`src/rtl/hwag_gen2_pkg.sv`:
```
// Shared types and helpers for the hwag_gen2 crank/cam angle generator.
// Holds the state encoding, width derivations and the period classification tests.
package hwag_pkg;

    typedef enum logic [1:0] {
        ST_STOP    = 2'd0,
        ST_SEARCH  = 2'd1,
        ST_CONFIRM = 2'd2,
        ST_RUN     = 2'd3
    } state_e;

    localparam int unsigned CALC_W = 32;
    typedef logic [CALC_W-1:0] calc_t;

    function automatic int unsigned tooth_width(input int unsigned teeth);
        return (teeth < 2) ? 1 : $clog2(teeth);
    endfunction

    // Sub-tooth counter must reach (MISSING+1) pitches' worth of steps across the gap.
    function automatic int unsigned sub_width(input int unsigned frac_w, input int unsigned missing);
        return frac_w + $clog2(missing + 1);
    endfunction

    localparam int unsigned TEETH_DEF   = 60;
    localparam int unsigned FRAC_W_DEF  = 6;
    localparam int unsigned TOOTH_W_DEF = tooth_width(TEETH_DEF);
    localparam int unsigned ANG_W_DEF   = TOOTH_W_DEF + FRAC_W_DEF;

    function automatic logic gap_test(input calc_t p0, input calc_t p1, input calc_t c);
        return (p0 < (c >> 1)) && (p0 < (p1 << 1));
    endfunction

    function automatic logic nom_test(input calc_t p0, input calc_t p1, input calc_t p2,
                                      input calc_t pmin, input calc_t pmax);
        return (pmin < p0) && (pmin < p1) && (pmin < p2) && (p0 < pmax);
    endfunction

endpackage

```
`src/rtl/hwag_gen2_interp.sv`:
```
// Sub-tooth interpolator: divides the last normal tooth period into 2^FRAC_W steps
// and counts them, saturating at the end of a normal pitch or of the whole gap.
module hwag_interp
    import hwag_pkg::*;
#(
    parameter int unsigned PCNT_W  = 24,
    parameter int unsigned FRAC_W  = 6,
    parameter int unsigned MISSING = 2,
    localparam int unsigned SUB_W  = sub_width(FRAC_W, MISSING)
) (
    input  logic              clk,
    input  logic              rst,
    input  logic              clr,
    input  logic              cap_edge,
    input  logic              in_gap,
    input  logic [PCNT_W-1:0] p0,
    output logic [SUB_W-1:0]  sub
);

    localparam logic [SUB_W-1:0] LIM_PITCH = SUB_W'((1 << FRAC_W) - 1);
    localparam logic [SUB_W-1:0] LIM_GAP   = SUB_W'((MISSING + 1) * (1 << FRAC_W) - 1);

    logic [PCNT_W-1:0] step;
    logic [PCNT_W-1:0] tmr_q, tmr_d;
    logic [SUB_W-1:0]  lim;
    logic [SUB_W-1:0]  sub_q, sub_d;

    always_comb begin
        step = p0 >> FRAC_W;
        if (step == '0) begin
            step = PCNT_W'(1);
        end
        lim   = in_gap ? LIM_GAP : LIM_PITCH;
        tmr_d = tmr_q;
        sub_d = sub_q;
        if (clr || cap_edge) begin
            tmr_d = '0;
            sub_d = '0;
        end else if ((tmr_q + PCNT_W'(1)) >= step) begin
            tmr_d = '0;
            if (sub_q < lim) begin
                sub_d = sub_q + SUB_W'(1);
            end
        end else begin
            tmr_d = tmr_q + PCNT_W'(1);
        end
    end

    always_ff @(posedge clk or negedge rst) begin
        if (!rst) begin
            tmr_q <= '0;
            sub_q <= '0;
        end else begin
            tmr_q <= tmr_d;
            sub_q <= sub_d;
        end
    end

    assign sub = sub_q;

endmodule

```
`src/rtl/hwag_gen2.sv`:
```
// N-minus-M crank/cam angle generator: period measurement, gap search/confirm,
// tooth tracking, sub-tooth interpolated angle and cam phase.
module hwag_gen2
    import hwag_pkg::*;
#(
    parameter int unsigned TEETH    = 60,
    parameter int unsigned MISSING  = 2,
    parameter int unsigned PCNT_W   = 24,
    parameter int unsigned FRAC_W   = 6,
    parameter int unsigned PCNT_MIN = 256,
    parameter int unsigned PCNT_MAX = 24'h555555,
    localparam int unsigned TOOTH_W = tooth_width(TEETH),
    localparam int unsigned ANG_W   = TOOTH_W + FRAC_W
) (
    input  logic               clk,
    input  logic               rst,
    input  logic               cap_edge,
    input  logic               cam_edge,
    input  logic               ena,
    output logic               sync,
    output logic               gap_point,
    output logic [TOOTH_W-1:0] tooth_num,
    output logic [ANG_W-1:0]   angle,
    output logic               cam_phase,
    output logic               err_gap_lost,
    output logic               err_gap_early,
    output logic               err_timeout
);

    localparam int unsigned SUB_W = sub_width(FRAC_W, MISSING);
    localparam logic [PCNT_W-1:0]  TMO        = PCNT_W'(2 * PCNT_MAX);
    localparam logic [TOOTH_W-1:0] LAST_TOOTH = TOOTH_W'(TEETH - MISSING - 1);

    state_e             state_q, state_d;
    logic [PCNT_W-1:0]  cnt_q, cnt_d;
    logic [PCNT_W-1:0]  p0_q, p0_d, p1_q, p1_d, p2_q, p2_d;
    logic [TOOTH_W-1:0] tooth_q, tooth_d;
    logic               gap_point_q, gap_point_d;
    logic               cam_q, cam_d;
    logic               err_lost_q, err_lost_d;
    logic               err_early_q, err_early_d;
    logic               err_tmo_q, err_tmo_d;

    logic               is_gap, is_nom, timeout, at_last;
    logic               interp_clr, in_gap;
    logic [SUB_W-1:0]   sub;

    always_comb begin
        is_gap  = gap_test(CALC_W'(p0_q), CALC_W'(p1_q), CALC_W'(cnt_q));
        is_nom  = nom_test(CALC_W'(p0_q), CALC_W'(p1_q), CALC_W'(p2_q),
                           CALC_W'(PCNT_MIN), CALC_W'(PCNT_MAX));
        timeout = (state_q != ST_STOP) && (cnt_q >= TMO);
        at_last = (tooth_q == LAST_TOOTH);

        state_d     = state_q;
        cnt_d       = cnt_q;
        p0_d        = p0_q;
        p1_d        = p1_q;
        p2_d        = p2_q;
        tooth_d     = tooth_q;
        gap_point_d = 1'b0;
        cam_d       = cam_q;
        err_lost_d  = err_lost_q;
        err_early_d = err_early_q;
        err_tmo_d   = err_tmo_q;

        if (!ena) begin
            state_d     = ST_STOP;
            cnt_d       = '0;
            p0_d        = '0;
            p1_d        = '0;
            p2_d        = '0;
            tooth_d     = '0;
            cam_d       = 1'b0;
            err_lost_d  = 1'b0;
            err_early_d = 1'b0;
            err_tmo_d   = 1'b0;
        end else if (timeout) begin
            state_d     = ST_STOP;
            cnt_d       = '0;
            p0_d        = '0;
            p1_d        = '0;
            p2_d        = '0;
            tooth_d     = '0;
            cam_d       = 1'b0;
            err_lost_d  = 1'b0;
            err_early_d = 1'b0;
            err_tmo_d   = 1'b1;
        end else if (state_q == ST_STOP) begin
            if (cap_edge) begin
                state_d = ST_SEARCH;
                cnt_d   = PCNT_W'(1);
            end
        end else begin
            cnt_d = cap_edge ? PCNT_W'(1) : cnt_q + PCNT_W'(1);
            // Gap periods never enter the history, so p0 stays a normal-tooth reference.
            if (cap_edge && !is_gap) begin
                p0_d = cnt_q;
                p1_d = p0_q;
                p2_d = p1_q;
            end
            if (cap_edge) begin
                if (state_q == ST_SEARCH) begin
                    if (is_gap && is_nom) begin
                        state_d = ST_CONFIRM;
                        tooth_d = '0;
                    end
                end else if (is_gap && at_last) begin
                    state_d     = ST_RUN;
                    tooth_d     = '0;
                    gap_point_d = 1'b1;
                end else if (is_gap || at_last) begin
                    state_d = ST_SEARCH;
                    tooth_d = '0;
                    if (state_q == ST_RUN) begin
                        err_early_d = err_early_q | is_gap;
                        err_lost_d  = err_lost_q | ~is_gap;
                    end
                end else begin
                    tooth_d = tooth_q + TOOTH_W'(1);
                end
            end
            if (cam_edge && (state_q == ST_RUN)) begin
                cam_d = 1'b1;
            end else if (gap_point_d) begin
                cam_d = ~cam_q;
            end
        end
    end

    always_ff @(posedge clk or negedge rst) begin
        if (!rst) begin
            state_q     <= ST_STOP;
            cnt_q       <= '0;
            p0_q        <= '0;
            p1_q        <= '0;
            p2_q        <= '0;
            tooth_q     <= '0;
            gap_point_q <= 1'b0;
            cam_q       <= 1'b0;
            err_lost_q  <= 1'b0;
            err_early_q <= 1'b0;
            err_tmo_q   <= 1'b0;
        end else begin
            state_q     <= state_d;
            cnt_q       <= cnt_d;
            p0_q        <= p0_d;
            p1_q        <= p1_d;
            p2_q        <= p2_d;
            tooth_q     <= tooth_d;
            gap_point_q <= gap_point_d;
            cam_q       <= cam_d;
            err_lost_q  <= err_lost_d;
            err_early_q <= err_early_d;
            err_tmo_q   <= err_tmo_d;
        end
    end

    // The last tooth before the gap interpolates across all missing pitches.
    assign in_gap     = (state_q == ST_RUN) && at_last;
    assign interp_clr = !ena || timeout || (state_q == ST_STOP);

    hwag_interp #(
        .PCNT_W  (PCNT_W),
        .FRAC_W  (FRAC_W),
        .MISSING (MISSING)
    ) u_interp (
        .clk      (clk),
        .rst      (rst),
        .clr      (interp_clr),
        .cap_edge (cap_edge),
        .in_gap   (in_gap),
        .p0       (p0_q),
        .sub      (sub)
    );

    assign sync          = (state_q == ST_RUN);
    assign gap_point     = gap_point_q;
    assign tooth_num     = tooth_q;
    assign angle         = sync ? ({tooth_q, {FRAC_W{1'b0}}} + ANG_W'(sub)) : '0;
    assign cam_phase     = cam_q;
    assign err_gap_lost  = err_lost_q;
    assign err_gap_early = err_early_q;
    assign err_timeout   = err_tmo_q;

endmodule

```
`config.mk`:
```
export PLATFORM = sky130hd
export DESIGN_NAME = hwag_gen2
export DESIGN_NICKNAME = d
export VERILOG_FILES = /design/src/rtl/hwag_gen2_pkg.sv /design/src/rtl/hwag_gen2_interp.sv /design/src/rtl/hwag_gen2.sv
export SDC_FILE = /design/constraint.sdc
export NUM_CORES = 1
export LEC_CHECK = 0
export CAP_MARGIN = 20
export CORE_MARGIN = 4
export CORE_UTILIZATION = 30
export CTS_CLUSTER_SIZE = 14
export DETAILED_ROUTE_END_ITERATION = 12
export GPL_TIMING_DRIVEN = 0
export PLACE_DENSITY = 0.52
export SKIP_CTS_REPAIR_TIMING = 1
export SYNTH_ARGS = -nofsm -noshare
export SYNTH_HDL_FRONTEND = slang
export SYNTH_HIERARCHICAL = 1
export SYNTH_SLANG_ARGS = --single-unit
```
`constraint.sdc`:
```
create_clock -name clk -period 3.35 [get_ports clk]
set_clock_uncertainty 0.15 [all_clocks]
set_input_delay 0.67 -clock clk [delete_from_list [all_inputs] [get_ports clk]]
set_output_delay 0.67 -clock clk [all_outputs]
set_load 0.02 [all_outputs]
```
==> results.json <==
{
  "finalHoldViolCount": 0,
  "drive_above_1_share_pct": 13.84,
  "boundaryPins": 29,
  "gp_congestion": 0.8372,
  "drt_pass1_iterations": 5,
  "cts_tree": "done",
  "worstSetupPathType": "reg2out",
  "clock_path_buffers": 2,
  "overflow": 0,
  "post-layout-total-power_w": 0.004322,
  "areaGrowthSynthToFinish_pct": 20.17,
  "syn_area_per_cell_um2": 9.046,
  "grt_pass1_vias": 7332,
  "vias_per_cell": 4.995,
  "synthTopCellsByArea": "dfrtp_1 39%, ha_1 9.7%, mux2i_1 8.0%",
  "finalSetupViolCount": 0,
  "insertion_delay_ps": 430,
  "fin_nets": 1155,
  "drc": 0,
  "die_area_um2": 33340,
  "cp-end-kind": "output port",
  "grt_pass1_wl_mm": 39.52,
  "portBuffers": 28,
  "ys_types": 74,
  "synth_compound_area_share_pct": 12.26,
  "die_w_um": 182.6,
  "multi_input_area_um2": 5147,
  "finalSetupTns_ps": 0,
  "yosys.area_share.adder_pct": 9.933,
  "crit_fanout": 7,
  "regArea_um2": 3551,
  "clkSlewWorstSetupHoldPaths_ps": 70,
  "die_h_um": 182.6,
  "fin_area_um2": 10990,
  "synthArstFlopShare_pct": 100.0,
  "cts-buffers-inserted": 17,
  "n_antenna_cell": 0,
  "ant_nets": 0,
  "maxSlewViolCount": 0,
  "period_share_pct": 97.42,
  "n_fill_cell": 3002,
  "ys_ff_latch": 141,
  "synth_xor_area_share_pct": 2.299,
  "htreeDepth": 4,
  "cp-start-kind": "flop",
  "min_path_type": "in2async",
  "synth_top_area_share_pct": 38.58,
  "yosysWarnings": 6,
  "yosysSeqAreaShare_pct": 38.58,
  "grt_max_degree": 83,
  "powerDensity_nw_per_um2": 393.3,
  "start_util_pct": 30.61,
  "crit_arrival_ps": 2440,
  "ys.flop_type": "dfrtp_1",
  "synth_top_area_cell": "dfrtp_1",
  "post-route-min-period_ps": 3263,
  "grt_usage_pct": 14.60,
  "synthMuxAreaShare_pct": 8.319,
  "netlist_area_um2": 9145,
  "rsz0062_at_grt": "yes",
  "max_freq_mhz": 306.4,
  "drv_cap": 0,
  "max_slew_margin_pct": 55.22,
  "drt_iter0_markers": 454,
  "dpl-instance-area_um2": 9970,
  "worst_slew_pin_slew_ps": 666.0,
  "num_vias": 7397,
  "dpl.hpwl_mm": 17.44,
  "wl_mm": 23.92,
  "wl_met1_mm": 11.55,
  "synthCells": 1011,
  "num_rows": 63,
  "routed.top_layer": "met4",
  "p_leak_nw": 4.865,
  "status": "finished clean",
  "synthTopCellsByCount": "141 x dfrtp_1, 141 x nand2_1, 120 x inv_1, 73 x mux2i_1, 71 x ha_1",
  "required_ps": 2530,
  "route.met3.wl_um": 737,
  "synth-simple-area-share_pct": 20.39,
  "cts.root.buffer_cell": "clkbuf_16",
  "synth_top_family_by_area": "simple AND/OR/NAND/NOR gates",
  "antenna_found_initial": 0,
  "wl_per_cell_um": 16.15,
  "coreArea_um2": 29870,
  "cts_sinks": 141,
  "synth_edf_count": 0,
  "wl_met2_mm": 11.05,
  "vdd_drop_max_uv": 305.5
}
==> through the flow <==
step           hold WS (ps)  setup WS [ps]  util [%]  cells
6_report              87.41          86.57     36.78   1481
2_1_floorplan         224.4          16.53         -   1016
3_5_place_dp          333.7         -848.4     33.37   1435
5_1_grt               128.2         -82.38     36.78   1481
4_1_cts               103.7         -816.8     35.33   1467
3_3_place_gp          330.3          -4862     33.27   1434
==> cell type report <==
cell class / instances / area share (%)
multi-input cells: 715 / 46.84
flip-flops and latches: 141 / 32.31
well taps: 390 / 4.440
repair buffers: 48 / 4.224
inverters: 121 / 4.156
clock buffers: 20 / 4.065
plain buffers: 34 / 2.710
clock inverters: 12 / 1.252
==> power breakdown <==
group | total [W] | switching, W | internal, W
logic | 0.000624 | 0.000369 | 0.000254
registers | 0.00179 | 0.0000561 | 0.00174
clock network | 0.00190 | 0.000782 | 0.00112
==> path summary, 6_finish.rpt <==
kind                            slack [ps]               from  depth (start not counted)              end
worst min-delay path                    90                rst                          1          p2_q[5]
max in group asynchronous             2120                rst                          2        cnt_q[15]
worst max-delay path                    90       tooth_num[0]                          4         angle[7]
worst min register to register         350        err_timeout                          1      err_timeout
min in group clk                       350        err_timeout                          1      err_timeout
worst max register to register         110  u_interp/tmr_q[2]                         13  u_interp/sub[4]
==> registers in the layout, summed over array words and instances (netlist names), 2 cells and up <==
| name | count |
|---|---|
| cnt_q | 24 |
| p0_q | 24 |
| p1_q | 24 |
| p2_q | 24 |
| u_interp/tmr_q | 24 |
| u_interp/sub | 8 |
| tooth_num | 6 |
| state_q | 2 |
==> metal layers <==
layer  vias to the layer above  global-route usage [%]
met3                        32                   2.830
li1                       3678                       -
met2                       100                   22.67
met4                         0                   5.434
met1                      3587                   20.19
met5                         -                       0
==> cell families after synthesis <==
family	Yosys count
other	1
adder cells (fa/ha/maj)	72
AO/OA/AOI/OAI	172
multiplexers	75
AND/OR/NAND/NOR	366
buffers and inverters	160
flip-flops	141
XOR/XNOR	24
==> cell usage in the layout, fill, tap and decap left out, types with 16 or more instances in the layout <==
| master | Yosys | final |
|---|---|---|
| clkdlybuf4s50_1 | 0 | 24 |
| nor4_1 | 27 | 23 |
| clkbuf_16 | 0 | 17 |
| and3_1 | 36 | 36 |
| a21oi_1 | 48 | 42 |
| o21ai_0 | 29 | 28 |
| buf_4 | 1 | 17 |
| nor3_1 | 17 | 16 |
| inv_1 | 120 | 119 |
| dfrtp_1 | 141 | 123 |
| clkbuf_1 | 21 | 18 |
| nor2_1 | 38 | 35 |
| ha_1 | 71 | 68 |
| nand4_1 | 22 | 22 |
| nand3_1 | 39 | 37 |
| nand2_1 | 141 | 140 |
| dfrtp_2 | 0 | 18 |
| o21ai_1 | 19 | 17 |
| mux2i_1 | 73 | 73 |
==> worst max-delay path: stages, from the launching register on <==
cell	delay, ps
dfrtp_1	500
ha_1	280
fa_1	480
and3_1	150
clkdlybuf4s50_1	600
Power figures use the tool's default switching activity.
